File: src/rtl/pixel_scheduler.sv
// Raster-order frame walker around one iterator: issues c per pixel, maps escape count to colour, writes the frame buffer.
// Latency: 3 cycles per pixel plus iterator latency; stalls in ISSUE/WAIT under iterator backpressure, nothing dropped.
module pixel_scheduler #(
  parameter int H_RES    = 640,
  parameter int V_RES    = 480,
  parameter int ITER_MAX = 1000,
  parameter int ADDR_W   = 19,
  localparam int ITER_W  = $clog2(ITER_MAX) + 1
) (
  input  logic                clk,
  input  logic                reset,
  input  logic                start,
  input  logic signed [26:0]  x_start,
  input  logic signed [26:0]  y_start,
  input  logic signed [26:0]  dx,
  input  logic signed [26:0]  dy,
  output logic                it_in_val,
  input  logic                it_in_rdy,
  output logic signed [26:0]  it_c_r,
  output logic signed [26:0]  it_c_i,
  input  logic                it_out_val,
  input  logic [ITER_W-1:0]   it_iter_count,
  output logic                it_out_rdy,
  output logic                fb_we,
  output logic [ADDR_W-1:0]   fb_addr,
  output logic [7:0]          fb_data,
  output logic                busy,
  output logic                done
);

  localparam int XW = (H_RES > 1) ? $clog2(H_RES) : 1;
  localparam int YW = (V_RES > 1) ? $clog2(V_RES) : 1;
  localparam logic [XW-1:0] X_LAST = XW'(H_RES - 1);
  localparam logic [YW-1:0] Y_LAST = YW'(V_RES - 1);

  typedef enum logic [1:0] {S_IDLE, S_ISSUE, S_WAIT, S_WRITE} state_t;

  state_t             state_q, state_d;
  logic [XW-1:0]      x_q, x_d;
  logic [YW-1:0]      y_q, y_d;
  logic signed [26:0] xs_q, xs_d;
  logic signed [26:0] dx_q, dx_d;
  logic signed [26:0] dy_q, dy_d;
  logic signed [26:0] c_r_q, c_r_d;
  logic signed [26:0] c_i_q, c_i_d;
  logic [ADDR_W-1:0]  addr_q, addr_d;
  logic [7:0]         data_q, data_d;
  logic               done_q, done_d;
  logic               x_end, last_pix;

  function automatic logic [7:0] colour(input logic [ITER_W-1:0] n);
    if (n >= ITER_W'(ITER_MAX))
      colour = 8'h00;
    else if (n >= ITER_W'(255))
      colour = 8'h01;
    else
      colour = 8'hFF - n[7:0];
  endfunction

  assign x_end    = (x_q == X_LAST);
  assign last_pix = x_end && (y_q == Y_LAST);

  always_ff @(posedge clk) begin
    if (reset) state_q <= S_IDLE;
    else       state_q <= state_d;
  end

  always_comb begin
    state_d = state_q;
    case (state_q)
      S_IDLE:  if (start)      state_d = S_ISSUE;
      S_ISSUE: if (it_in_rdy)  state_d = S_WAIT;
      S_WAIT:  if (it_out_val) state_d = S_WRITE;
      S_WRITE: state_d = last_pix ? S_IDLE : S_ISSUE;
      default: state_d = S_IDLE;
    endcase
  end

  always_comb begin
    it_in_val  = (state_q == S_ISSUE);
    it_out_rdy = (state_q == S_WAIT);
    fb_we      = (state_q == S_WRITE);
    busy       = (state_q != S_IDLE);
  end

  // Coordinates advance by accumulation only; wrap is left to the caller.
  always_comb begin
    x_d    = x_q;
    y_d    = y_q;
    xs_d   = xs_q;
    dx_d   = dx_q;
    dy_d   = dy_q;
    c_r_d  = c_r_q;
    c_i_d  = c_i_q;
    addr_d = addr_q;
    data_d = data_q;
    done_d = 1'b0;
    case (state_q)
      S_IDLE: begin
        if (start) begin
          xs_d   = x_start;
          dx_d   = dx;
          dy_d   = dy;
          x_d    = '0;
          y_d    = '0;
          c_r_d  = x_start;
          c_i_d  = y_start;
          addr_d = '0;
        end
      end
      S_WAIT: begin
        if (it_out_val) data_d = colour(it_iter_count);
      end
      S_WRITE: begin
        if (last_pix) begin
          done_d = 1'b1;
        end else begin
          addr_d = addr_q + ADDR_W'(1);
          if (x_end) begin
            x_d   = '0;
            y_d   = y_q + YW'(1);
            c_r_d = xs_q;
            c_i_d = c_i_q - dy_q;
          end else begin
            x_d   = x_q + XW'(1);
            c_r_d = c_r_q + dx_q;
          end
        end
      end
      default: ;
    endcase
  end

  always_ff @(posedge clk) begin
    if (reset) begin
      x_q    <= '0;
      y_q    <= '0;
      xs_q   <= '0;
      dx_q   <= '0;
      dy_q   <= '0;
      c_r_q  <= '0;
      c_i_q  <= '0;
      addr_q <= '0;
      data_q <= '0;
      done_q <= 1'b0;
    end else begin
      x_q    <= x_d;
      y_q    <= y_d;
      xs_q   <= xs_d;
      dx_q   <= dx_d;
      dy_q   <= dy_d;
      c_r_q  <= c_r_d;
      c_i_q  <= c_i_d;
      addr_q <= addr_d;
      data_q <= data_d;
      done_q <= done_d;
    end
  end

  assign it_c_r  = c_r_q;
  assign it_c_i  = c_i_q;
  assign fb_addr = addr_q;
  assign fb_data = data_q;
  assign done    = done_q;

endmodule

File: config.mk
export PLATFORM = sky130hd
export DESIGN_NAME = pixel_scheduler
export DESIGN_NICKNAME = d
export VERILOG_FILES = /design/src/rtl/pixel_scheduler.sv
export SDC_FILE = /design/constraint.sdc
export NUM_CORES = 1
export LEC_CHECK = 0
export ABC_AREA = 0
export ABC_CLOCK_PERIOD_IN_PS = 2800
export CAP_MARGIN = 15
export CELL_PAD_IN_SITES_DETAIL_PLACEMENT = 1
export CELL_PAD_IN_SITES_GLOBAL_PLACEMENT = 1
export CORE_MARGIN = 4
export CORE_UTILIZATION = 30
export DETAILED_ROUTE_END_ITERATION = 10
export MAX_ROUTING_LAYER = met4
export PLACE_DENSITY_LB_ADDON = 0.1
export SLEW_MARGIN = 0
export SYNTH_ARGS = -nofsm -noshare
export SYNTH_HDL_FRONTEND = slang
export SYNTH_SLANG_ARGS = --single-unit
File: constraint.sdc
create_clock -name clk -period 2.8 [get_ports clk]
set_input_delay 0.42 -clock clk [delete_from_list [all_inputs] [get_ports clk]]
set_output_delay 0.42 -clock clk [all_outputs]
set_load 0.03 [all_outputs]
==> metrics <==
H-tree Lvls=4; clock-pin slew on the worst setup and hold paths=roughly 70 ps; IO Port Bufs=approximately 210; Power, Total=approximately 13 mW; post-synthesis cell area=approximately 10000 µm²; Clock Sinks=between 150 and 200; Iteration-0 DRC Markers=450; Setup TNS Final=-14.9 ps; post-detail-place hpwl=26900 µm; Post-synth EDFFs=0; Least-Margin Pin Slew=about 700 ps; Peak Freq=roughly 360 MHz; vias in the first global route=around 11k; Final Skew=between 10 and 15 ps; NumNets Final=1789; Placed Instances=between 2k and 2.5k; largest net degree at the start of global routing=approximately 110; status=complete, but fails checks; critical path class=reg -> reg; final instance area=between 10000 and 15000 µm²; die width=a little under 200 µm; Post-Syn Area per Cell=roughly 7.6 µm²; CP max FO=2; Tcrit/Tclk final=101%; routed length per instance=17.9 µm; number of max-cap violations=0; die footprint=around 38000 µm²; commonest cells in the synthesized netlist=249 x nand2_1, 184 x a21oi_1, 184 x dfxtp_1, 106 x nor2_1, 62 x clkbuf_1; Residual DRC=0; drt first pass iters=5; initial antenna violation count=2; first-pass GRT wire length=~60000 µm; fin cells=a little over 2k; via count=approximately 11k; static leakage power=5.58 nW; endpoints failing hold=0; Synth cell types=69; RSZ-0062 raised after global routing=true; row count=67; Total Wirelength=approximately 37000 µm; cells after synthesis=roughly 1.4k; final core utilization=approximately 42%; synth top area cells=dfxtp_1 35%, nand2_1 9.0%, a21oi_1 8.8%; syn_nets=~1.6k; failing checks=setup timing; yosys warns=0; Post-synth ARST share=0%; Yosys top cell area share=a little over a third; cell area power density=916 nW/µm²; Die Y=between 150 and 200 µm; worst hold slack=roughly 380 ps; Tmin final=about 2800 ps; worst reg2reg setup slack=-10 ps; most numerous cell in the Yosys netlist=nand2_1; total gr overflow=0; layout cell share with drive strength beyond 1=between 10% and 20%; root buf cell=clkbuf_16; pre-CTS WS=-214 ps; Peak VDD IR=between 500 and 600 µV; ys flop type=dfxtp_1; Layout area overhead=37.9%; # hold bufs at CTS=0; Slew Limit Fails=0; GP Congestion=between 0.8 and 0.9; CTS max path bufs=2; placed inst area=between 10000 and 15000 µm²; Max-Slew Margin vs Limit=between 50% and 60%; Min-Delay Path Class=in -> reg; vias per std cell=~5; Seq/Total Area, Yosys=a little over a third; Yosys reg bits=about 180; antenna-violating nets left=0; CTS tree=built; critical path arrival=3170 ps; CP Data Required Time=between 3000 and 4000 ps; CTS Buf Count=17; count of final setup violators=1; clk_lat worst skew=about 450 ps; Initial Util=a little under a third; I/O pin total=210; CP Launch Type=flip-flop; crit end category=flip-flop; largest area contributor in the netlist=dfxtp_1; fin worst setup slack=-14.9 ps; total track usage=around a fifth; core area=around 34000 µm²
## layout by cell type, fill, tap and decap left out, types with 4 or more instances in the layout
cell type,count
or2_2,4
dfxtp_1,174
buf_4,84
xnor2_1,21
dfxtp_2,9
xor2_1,30
ha_1,53
inv_1,46
nand3_1,28
a21o_1,29
and3_1,18
nor2_1,105
nand2_1,247
mux2i_1,12
nand3b_1,5
a21oi_1,184
nand4_1,21
a211oi_1,19
o211ai_1,21
or3_1,13
o21a_1,9
o21bai_1,6
o21ai_0,58
o31ai_1,4
nor3_1,32
clkdlybuf4s50_1,208
a41oi_1,4
ha_4,6
and4_1,8
clkbuf_16,17
nand2b_1,12
a31oi_1,10
buf_12,4
o22ai_1,6
a22oi_1,5
## layer usage
metal  up-vias  GRT usage [%]  wire length, µm
li1       5311              -                -
met5         -              -                0
met4         0           3.44              256
met1      5041           26.9            18600
met2       151           31.9            17100
met3        16           3.25              988
## registers in the layout (all words and copies together), names as in the netlist
name / flops
dx_q: 27
fb_data: 8
state_q: 2
it_c_i: 27
it_c_r: 27
fb_addr: 19
y_q: 9
x_q: 10
xs_q: 27
dy_q: 27
done: 1
## worst paths after layout
path | cells after the start | end | from
setup / recovery | 12 | it_c_i[26]$_SDFFE_PP0P_ | it_c_i[0]$_SDFFE_PP0P_
hold / removal | 2 | fb_addr[0]$_SDFFE_PP0P_ | reset
setup reg to reg | 12 | it_c_i[26]$_SDFFE_PP0P_ | it_c_i[0]$_SDFFE_PP0P_
hold reg to reg | 2 | dy_q[7]$_SDFFE_PP0P_ | dy_q[7]$_SDFFE_PP0P_
## critical path, stage by stage (launching register included)
cell      delay (ps)
dfxtp_2          320
inv_2             60
ha_4             130
inv_2             30
fa_2             360
a211oi_4         260
o21ai_2          110
and3_4           180
or3_4            330
o31a_1           260
a221o_1          310
xnor2_1          120
a311oi_1         250
## logic make-up (layout without fill, tap and decap cells)
logic type / after synthesis / after routing / synth area share [%]
and+or+nand+nor: 518 / 518 / 22.3
adders and majority gates: 62 / 62 / 7.59
DFF: 184 / 184 / 35.4
AOI/OAI and AO/OA: 411 / 411 / 24.6
muxes: 12 / 12 / 1.15
buffers and inverters: 128 / 377 / 4.72
xor gates and xnor gates: 51 / 51 / 4.29
other: 0 / 2 / 0
## power breakdown
part / switching [mW] / internal (mW)
clock: 1.10 / 1.48
sequential: 0.388 / 3.11
combinational: 4.07 / 3.01
total: 5.56 / 7.60
## final cells by class
type | instances | area, µm²
Fill cell | 4096 | 19500
Timing Repair Buffer | 297 | 2800
Sequential cell | 184 | 3700
Clock inverter | 10 | 143
Tap cell | 448 | 561
Clock buffer | 21 | 470
Antenna cell | 2 | 5.00
Inverter | 49 | 184
Multi-Input combinational cell | 1054 | 6500
## repair_timing
item	4_1_cts	5_1_grt
pin swaps	15	12
setup endpoints to repair	7	23
setup buffers	5	5
endpoints found under the hold margin	0	0
resized for setup	12	26
(Power assumes the default switching activity.)
